File: src/rtl/trap_seq.sv
// Machine-mode trap sequencer: serialises the mepc/mcause/mstatus CSR writes and the
// fetch redirect for traps and mret, and passes software CSR writes through while idle.
module trap_seq #(
    parameter int unsigned          CSR_WIDTH   = 32,
    parameter logic [CSR_WIDTH-1:0] MSTATUS_RST = 32'h1800
) (
    input  logic                 clk,
    input  logic                 rst,
    input  logic                 trap_valid,
    input  logic [CSR_WIDTH-1:0] trap_pc,
    input  logic [CSR_WIDTH-1:0] trap_cause,
    input  logic                 mret_valid,
    input  logic                 sw_valid,
    input  logic [3:0]           sw_wen,
    input  logic [CSR_WIDTH-1:0] sw_wdata,
    output logic                 req_ready,
    input  logic [CSR_WIDTH-1:0] mepc_out,
    input  logic [CSR_WIDTH-1:0] mcause_out,
    input  logic [CSR_WIDTH-1:0] mstatus_out,
    input  logic [CSR_WIDTH-1:0] mtvec_out,
    output logic [CSR_WIDTH-1:0] mepc_in,
    output logic [CSR_WIDTH-1:0] mcause_in,
    output logic [CSR_WIDTH-1:0] mstatus_in,
    output logic [CSR_WIDTH-1:0] mtvec_in,
    output logic [3:0]           csr_wen,
    output logic                 redirect_valid,
    output logic [CSR_WIDTH-1:0] redirect_pc,
    output logic                 busy
);

    typedef enum logic [2:0] {
        S_IDLE,
        S_T_EPC,
        S_T_CAUSE,
        S_T_STATUS,
        S_T_JUMP,
        S_R_STATUS,
        S_R_JUMP
    } state_e;

    // Both trap entry and mret leave MPP at machine mode, the same value reset installs.
    localparam logic [1:0] MPP_M    = MSTATUS_RST[12:11];
    localparam int         MIE_BIT  = 3;
    localparam int         MPIE_BIT = 7;

    state_e               state_q, state_d;
    logic [CSR_WIDTH-1:0] pc_q, pc_d;
    logic [CSR_WIDTH-1:0] cause_q, cause_d;

    // mcause is write-only here; mtvec MODE bits and the low pc bits are discarded.
    logic unused_ok;
    assign unused_ok = ^{mcause_out, mtvec_out[1:0], pc_q[1:0]};

    // NOTE: sequential state uses non-blocking assignments only, so every register
    // samples the pre-edge values of its neighbours regardless of statement order.
    always_ff @(posedge clk) begin
        if (rst) begin
            state_q <= S_IDLE;
            pc_q    <= '0;
            cause_q <= '0;
        end else begin
            state_q <= state_d;
            pc_q    <= pc_d;
            cause_q <= cause_d;
        end
    end

    // NOTE: every combinational output gets a default first, so no path infers a latch.
    always_comb begin
        state_d = state_q;
        pc_d    = pc_q;
        cause_d = cause_q;
        case (state_q)
            S_IDLE: begin
                if (trap_valid) begin
                    state_d = S_T_EPC;
                    pc_d    = trap_pc;
                    cause_d = trap_cause;
                end else if (mret_valid) begin
                    state_d = S_R_STATUS;
                end
            end
            S_T_EPC:    state_d = S_T_CAUSE;
            S_T_CAUSE:  state_d = S_T_STATUS;
            S_T_STATUS: state_d = S_T_JUMP;
            S_R_STATUS: state_d = S_R_JUMP;
            default:    state_d = S_IDLE;
        endcase
    end

    // Outputs are forced quiet while reset is high, even if the old state is mid-sequence.
    always_comb begin
        csr_wen        = 4'b0000;
        mepc_in        = '0;
        mcause_in      = '0;
        mstatus_in     = '0;
        mtvec_in       = '0;
        redirect_valid = 1'b0;
        redirect_pc    = '0;
        if (!rst) begin
            case (state_q)
                S_IDLE: begin
                    if (sw_valid && !trap_valid && !mret_valid && (sw_wen != 4'b0000)) begin
                        csr_wen    = sw_wen;
                        mepc_in    = sw_wdata;
                        mcause_in  = sw_wdata;
                        mstatus_in = sw_wdata;
                        mtvec_in   = sw_wdata;
                    end
                end
                S_T_EPC: begin
                    csr_wen = 4'b0001;
                    mepc_in = {pc_q[CSR_WIDTH-1:2], 2'b00};
                end
                S_T_CAUSE: begin
                    csr_wen   = 4'b0010;
                    mcause_in = cause_q;
                end
                S_T_STATUS: begin
                    csr_wen               = 4'b0100;
                    mstatus_in            = mstatus_out;
                    mstatus_in[MPIE_BIT]  = mstatus_out[MIE_BIT];
                    mstatus_in[MIE_BIT]   = 1'b0;
                    mstatus_in[12:11]     = MPP_M;
                end
                S_T_JUMP: begin
                    redirect_valid = 1'b1;
                    redirect_pc    = {mtvec_out[CSR_WIDTH-1:2], 2'b00};
                end
                S_R_STATUS: begin
                    csr_wen               = 4'b0100;
                    mstatus_in            = mstatus_out;
                    mstatus_in[MIE_BIT]   = mstatus_out[MPIE_BIT];
                    mstatus_in[MPIE_BIT]  = 1'b1;
                    mstatus_in[12:11]     = MPP_M;
                end
                S_R_JUMP: begin
                    redirect_valid = 1'b1;
                    redirect_pc    = mepc_out;
                end
                default: ;
            endcase
        end
    end

    assign req_ready = !rst && (state_q == S_IDLE);
    assign busy      = !rst && (state_q != S_IDLE);

endmodule

File: config.mk
export PLATFORM = sky130hd
export DESIGN_NAME = trap_seq
export DESIGN_NICKNAME = d
export VERILOG_FILES = /design/src/rtl/trap_seq.sv
export SDC_FILE = /design/constraint.sdc
export NUM_CORES = 1
export LEC_CHECK = 0
export ABC_CLOCK_PERIOD_IN_PS = 5940
export CAP_MARGIN = 20
export CORE_AREA = 2 2 154 156
export CTS_CLUSTER_SIZE = 10
export DETAILED_ROUTE_END_ITERATION = 10
export DIE_AREA = 0 0 156 158
export PLACE_DENSITY_LB_ADDON = 0.3
export SYNTH_ARGS = -nofsm -noshare
export SYNTH_HDL_FRONTEND = slang
export SYNTH_SLANG_ARGS = --single-unit
File: constraint.sdc
create_clock -name clk -period 5.94 [get_ports clk]
set_clock_uncertainty 0.2 [all_clocks]
set_input_delay 1.782 -clock clk [delete_from_list [all_inputs] [get_ports clk]]
set_output_delay 1.782 -clock clk [all_outputs]
set_load 0.01 [all_outputs]
Word level (Yosys, flattened, before mapping)
Index checks and enable logic that the tools add are counted.
Storage, ports and cells
  logic and storage cells: 43
  register bits: 67
  bits of input ports: 233
  output and inout port bits: 167
Operators by class
  reduce and logical (&&, ||, !) cells: 14
  muxes and demuxes: 19
  equality and inequality tests: 7
Operators by type and width (number)
  $mux W32: 7
  $pmux W32 S2: 3
  $pmux W32 S3: 1
  $pmux W4 S4: 1
  $pmux W3 S5: 1
  $eq A3 B3 Y1 const B: 3
  $mux W4: 2
  $eq A3 B2 Y1 const B: 2
  $mux W3: 2
  $logic_and A1 B1 Y1: 5
  $reduce_bool A4 Y1: 1
  $reduce_or A2 Y1: 2
  $eq A3 B1 Y1 const B: 1
  $logic_not A1 Y1: 3
  $logic_not A3 Y1: 1
  $ne A3 B3 Y1 const B: 1
  $reduce_bool A3 Y1: 1
  $mux W1: 2
  $reduce_and A2 Y1: 1

Depth between registers and ports, before layout
Gate-level depths: netlist of run 1.
  depth after elaboration: 7
  mapped depth: 7
  mapped depth without buffers: 4

Worst setup path before layout of run 1
No wires, ideal clock.
  path kind: input to output
  from: in sw_wen[0]
  to: out mcause_in[27]
  path slack: 0.798 ns
  arrival time: 3.160 ns
  data required time: 3.958 ns
  buffers on the path: 3
  cell stages on the path: 6
  cells stage by stage: or4_4 > and4_1 > buf_2 > buf_6 > buf_6 > a22o_1
Between the ends
  cells in the longest elaborated chain, start to end: 5
Ends and longest elaborated chain
  from (decl): RTL line 14  | input logic [3:0] sw_wen,
  $reduce_bool A4 Y1: RTL line 103  | if (sw_valid && !trap_valid && !mret_valid && (sw_wen != 4'b0000)) begin
  $logic_and A1 B1 Y1: RTL line 103
  $mux W32: RTL line 103
  $pmux W32 S2: RTL line 101  | case (state_q)
  $mux W32: RTL line 100  | if (!rst) begin
  to (decl): RTL line 22  | output logic [CSR_WIDTH-1:0] mcause_in,
Every way passes these cells.

Worst setup path in the final report of run 1
  from: in sw_wen[1]
  to: out mcause_in[24]
The elaborated chain is that of the path after synthesis.

==> results.json, run 1 <==
{
  "reg2regPathDepth": 4,
  "finalSetupViolCount": 0,
  "r2r-start": "state_q[1]",
  "status": "completed",
  "drc": 0,
  "muxShareOfSynthArea_pct": 0,
  "routed-via-count": 5378,
  "h-tree-depth": 3,
  "cp-end-kind": "output port",
  "syn_to_final_growth_pct": 108,
  "grt_pass1_vias": 5192,
  "fmax_ghz": 0.169,
  "synth_nets": 779,
  "power.density_mw_per_mm2": 165,
  "place_inst": 1163,
  "syn_inst": 546,
  "grt_remaining_overflow": 0,
  "rows": 56,
  "clk_pin_slew_ns": 0.05,
  "startpoint_type": "primary input",
  "wl_per_cell_um": 17.5,
  "synth_simple_gate_area_share_pct": 26.4,
  "insertion_delay_ns": 0.32,
  "drt_first_pass_iters": 4,
  "synth.distinct_cells": 32,
  "worstHoldPathType": "flip-flop to flip-flop",
  "r2r_slack_ns": 3.72,
  "cts_tree": "built",
  "io_pins": 400,
  "slew_viol_final": 0,
  "crit_fanout": 51,
  "maxSlewHeadroom_pct": 49.7,
  "clockBufferDepth": 2,
  "r2r-end": "pc_q[17]",
  "grt_usage_pct": 15.7,
  "cts.sinks": 65,
  "postCtsSetupRepairBufs": 0,
  "tns_ns": 0,
  "cts-root-buf": "clkbuf_16",
  "die_w_um": 156,
  "seq_area_frac_synth_pct": 32.3,
  "grt_max_degree": 63,
  "synth-compound-area-share_pct": 34.2,
  "synth-seq-cells": 65,
  "cts_buffers": 9,
  "cp_data_required_time_ns": 3.96,
  "synth.area.top_cells": "dfxtp_1 32%, a22o_1 19%, nand2_1 12%",
  "yosysWarningCount": 0,
  "grt_pass1_wl_um": 29700,
  "drt_iter0_drc": 240,
  "port-buffer-count": 361,
  "cp_data_arrival_time_ns": 3.95,
  "synth_top_family_by_area": "compound AO/OA/AOI/OAI gates",
  "routed_wl_um": 20600,
  "place_congestion": 0.777,
  "fp.coreArea_mm2": 0.0231,
  "rsz0062_at_grt": "yes",
  "hold_viol": 0,
  "layout_min_cycle_time_ns": 5.93,
  "stdcell_count": 1179,
  "start_util_pct": 17.5,
  "antenna_found_initial": 2,
  "ant_nets": 0,
  "drive_gt1_share_pct": 5.74,
  "cp-startpoint": "sw_wen[1]",
  "tightest_slew_ns": 0.753,
  "nNetsFinal": 1117,
  "hpwl_um": 15200,
  "die_area_mm2": 0.0246,
  "holdWs_ns": 0.250,
  "viasPerCell": 4.56,
  "endpoint": "mcause_in[24]",
  "n_antenna_cell": 0,
  "p_leak_nw": 3.75,
  "crit_type": "primary input to output port",
  "max-cap-violations": 0,
  "die_h_um": 158,
  "synth_area_leader_cell": "dfxtp_1",
  "vdd_ir_drop_max_v": 0.000101,
  "synthXorXnorAreaFrac_pct": 0.217,
  "syn-cell-area_mm2": 0.00403,
  "period_share_pct": 99.8,
  "synth.avg_cell_area_um2": 7.39,
  "synth_top_area_share_pct": 32.3,
  "synth_fa_ha_area_share_pct": 0
}
-- logic make-up (layout without fill, tap and decap cells) --
kind of cell           count (synthesis)  count (layout)
AND/OR/NAND/NOR                      225             225
AO/OA/AOI/OAI                        192             192
flip-flops                            65              65
buffers and inverters                 63             406
XOR/XNOR                               1               1
-- final cells by class --
class / instances / area (um2)
fill: 2450 / 14700
inverter: 4 / 15.0
clock inverter: 5 / 32.5
clock buffer: 11 / 233
multi-input combinational: 418 / 2500
sequential: 65 / 1300
timing repair buffer: 386 / 3950
tap: 290 / 363
-- placed cells by master (no fill, tap or decap), types with 2 or more instances in the layout --
cell,synthesis,routed
a21o_1,2,2
a21oi_1,69,69
a221oi_1,2,2
a22o_1,88,88
a22oi_1,30,30
and2_1,25,25
and3_1,4,4
and3b_1,2,2
buf_12,0,4
buf_4,0,22
clkbuf_1,44,2
clkbuf_16,0,9
clkdlybuf4s50_1,0,309
clkinv_2,0,3
clkinv_4,0,2
dfxtp_1,65,65
dlygate4sd2_1,0,7
dlymetal6s2s_1,0,44
inv_1,4,4
nand2_1,128,127
nand3_1,2,2
nand4_1,3,3
nor2_1,35,35
nor4_2,0,3
nor4b_1,9,9
or3_1,2,2
-- synthesized netlist by cell type --
cell and number:
buf_6 4, nor4b_1 9, nor4_1 4, and4_1 1, xor2_1 1, o21ai_0 1, a21o_1 2, nor3b_1 2
or3_1 2, and3b_1 2, inv_1 4, nand4_1 3, nand3_1 2, nor4b_2 1, clkbuf_1 44, a22oi_1 30
dfxtp_1 65, and2_1 25, a221oi_1 2, nor3_4 1, nor2b_1 1, nor2_1 35, a21oi_1 69, and3_1 4
or4b_2 1, nand2_1 128, a22o_1 88, buf_2 11, nor3b_2 1, or4_4 1, nor3_1 1, nand3b_1 1
-- sequential cells by signal, summed over array words and instances (netlist names) --
register	cells
cause_q	32
state_q	3
pc_q	30
-- metal layers --
metal	global-route usage [%]	share of wire, %	wire [um]	vias to the layer above
met3	4.79	8.1	1680	19
li1	-	-	-	2639
met1	17.4	40	8240	2465
met5	0	0.063	13	-
met4	4.89	1.5	311	2
met2	28.7	50	10400	253
-- where the power goes --
part           switching, mW  internal (mW)
registers             0.0284          0.472
clock network          0.201          0.282
logic                  0.181          0.220
total                  0.410          0.974
-- timing repair --
action / CTS / global route
pin swaps: 2 / 1
hold buffers: 0 / 0
gates resized for setup: 10 / 44
setup endpoints to repair: 95 / 77
-- per-stage QoR --
step | power [mW] | setup slack, ns | instance area [um2] | util (%)
global route | 1.47 | -0.0531 | 8390 | 36.4
global placement | 0.913 | -0.157 | 8010 | 34.8
detailed placement | 0.917 | -0.168 | 8010 | 34.8
floorplan | 0.663 | 0.798 | 4030 | -
finish | 1.38 | 0.0111 | 8390 | 36.4
CTS | 1.42 | 0.00813 | 8280 | 35.9
-- critical path, stage by stage --
cell and delay (ns):
clkdlybuf4s50_1 0.42, or4_4 0.52, and4_4 0.24, buf_12 0.18, a22o_1 0.28, clkdlybuf4s50_1 0.48
-- how the worst min path moves through the flow --
stage	from	to	slack, ns	cells past startpoint
floorplan	cause_q[0]	cause_q[0]	0.24	2
global placement	pc_q[30]	pc_q[30]	0.24	2
detailed placement	pc_q[8]	pc_q[8]	0.25	2
CTS	pc_q[25]	pc_q[25]	0.25	2
global route	cause_q[5]	cause_q[5]	0.27	2
finish	pc_q[25]	pc_q[25]	0.25	2
Note: power is estimated with default switching activity, not from simulation.
==> inputs of run 2 (changes only) <==
--- a/config.mk
+++ b/config.mk
@@ -5,12 +5,14 @@
 export SDC_FILE = /design/constraint.sdc
 export NUM_CORES = 1
 export LEC_CHECK = 0
+export ABC_AREA = 0
 export ABC_CLOCK_PERIOD_IN_PS = 5940
 export CAP_MARGIN = 20
 export CORE_AREA = 2 2 154 156
 export CTS_CLUSTER_SIZE = 10
 export DETAILED_ROUTE_END_ITERATION = 10
 export DIE_AREA = 0 0 156 158
+export GPL_ROUTABILITY_DRIVEN = 1
 export PLACE_DENSITY_LB_ADDON = 0.3
 export SYNTH_ARGS = -nofsm -noshare
 export SYNTH_HDL_FRONTEND = slang
==> results of run 2 <==
Same layout as run 1: the final DEF is identical, and so are final timing and power.
==> inputs of run 3 (changes only) <==
--- a/config.mk
+++ b/config.mk
@@ -12,6 +12,7 @@
 export CTS_CLUSTER_SIZE = 10
 export DETAILED_ROUTE_END_ITERATION = 10
 export DIE_AREA = 0 0 156 158
+export DONT_BUFFER_PORTS = 1
 export GPL_ROUTABILITY_DRIVEN = 1
 export PLACE_DENSITY_LB_ADDON = 0.3
 export SYNTH_ARGS = -nofsm -noshare
==> run 3 against run 2 <==
Compared with the run above: sequential share of layout area increased by 13 points; core utilization decreased by 16 points; design area decreased by 45%; flip-flop and latch count unchanged; clock power increased by 20%; non-clock buffer count decreased by 370; largest power group is now the clock network.
==> results.json, run 3 (same netlist as run 1, synthesis figures left out) <==
{
  "status": "completed",
  "vdd_ir_drop_max_v": 0.000126,
  "cts.sinks": 65,
  "cts_buffers": 9,
  "largest_reg_flops": 32,
  "tightest_slew_ns": 0.953,
  "layout_commonest_cell": "nand2_1",
  "r2r-start": "state_q[1]",
  "die_w_um": 156,
  "cp-end-kind": "output port",
  "syn_to_final_growth_pct": 14.4,
  "io_pins": 400,
  "cp-startpoint": "trap_valid",
  "cts_tree": "built",
  "period_share_pct": 90.7,
  "hold_viol": 0,
  "setup_slack_ns": 0.550,
  "p_leak_nw": 1.55,
  "final_cell_mix": "128 x nand2_1, 88 x a22o_1, 69 x a21oi_1, 65 x dfxtp_1, 35 x nor2_1",
  "start_util_pct": 17.5,
  "cts-root-buf": "clkbuf_16",
  "finalSetupViolCount": 0,
  "die_h_um": 158,
  "postCtsSetupRepairBufs": 0,
  "grt_remaining_overflow": 0,
  "fmax_ghz": 0.186,
  "drc": 0,
  "clockBufferDepth": 2,
  "ctsHoldBuffers": 0,
  "place_congestion": 0.807,
  "antenna_found_initial": 1,
  "insertion_delay_ns": 0.34,
  "maxSlewHeadroom_pct": 36.5,
  "port-buffer-count": 0,
  "final_area_mm2": 0.00461,
  "wl_per_cell_um": 21.7,
  "startpoint_type": "primary input",
  "reg_top3": "cause_q (32), pc_q (30), state_q (3)",
  "nNetsFinal": 747,
  "power.density_mw_per_mm2": 276,
  "hpwl_um": 12700,
  "rows": 56,
  "grt_usage_pct": 13.1,
  "routed-via-count": 4126,
  "drt_iter0_drc": 250,
  "placed_area_mm2": 0.00430,
  "viasPerCell": 5.09,
  "grt_pass1_vias": 3799,
  "slew_viol_final": 0,
  "die_area_mm2": 0.0246,
  "tns_ns": 0,
  "fp.coreArea_mm2": 0.0231,
  "crit_fanout": 60,
  "largest_register": "cause_q",
  "cp_data_required_time_ns": 3.96,
  "max-cap-violations": 0,
  "grt_pass1_wl_um": 23400,
  "h-tree-depth": 3,
  "ant_nets": 0,
  "drt_first_pass_iters": 4,
  "worstHoldPathType": "flip-flop to flip-flop",
  "drive_gt1_share_pct": 7.71,
  "rsz0062_at_grt": "no",
  "place_ws_ns": 0.559,
  "min_from": "pc_q[26]",
  "routed_wl_um": 17600,
  "clk_pin_slew_ns": 0.06,
  "cp_data_arrival_time_ns": 3.41,
  "cts_resized": 0,
  "power_mw": 1.27,
  "layout_min_cycle_time_ns": 5.39,
  "crit_type": "primary input to output port",
  "grt_max_degree": 83
}
run 3: final cells by class:
cell class | count | area (um2)
fill | 2622 | 18400
tap | 290 | 363
clock inverter | 5 | 80.1
antenna | 1 | 2.50
sequential | 65 | 1300
multi-input combinational | 418 | 2490
timing repair buffer | 16 | 133
inverter | 4 | 15.0
clock buffer | 11 | 233
run 3: path summary, 6_finish.rpt:
path                    end  slack (ns)  depth (start not counted)
max          mstatus_in[13]        0.55                          4
min                pc_q[26]        0.25                          2
max reg2reg     cause_q[23]        3.72                          4
min reg2reg        pc_q[26]        0.25                          2
run 3: power by group:
part / total [mW] / internal [mW] / switching [mW]
Combinational: 0.194 / 0.0647 / 0.129
Sequential: 0.501 / 0.472 / 0.0287
Clock: 0.578 / 0.367 / 0.211
run 3: metrics by stage:
stage | std cells | utilization [%] | hold slack (ns)
after floorplan | 546 | - | 0.236
after global placement | 793 | 18.6 | 0.238
after detailed placement | 793 | 18.6 | 0.241
after CTS | 809 | 20.0 | 0.249
after global routing | 810 | 20.0 | 0.264
final | 810 | 20.0 | 0.249
run 3: metal layers:
layer	global-route usage (%)	share of wire, %
met5	0	0
met4	7.21	4.2
met3	3.83	9.1
met2	23.3	49
met1	13.9	37
run 3: worst max-delay path, stage by stage:
cell     delay (ns)
nor3b_2        0.25
and4_4         0.70
buf_12         0.32
a22o_1         0.31
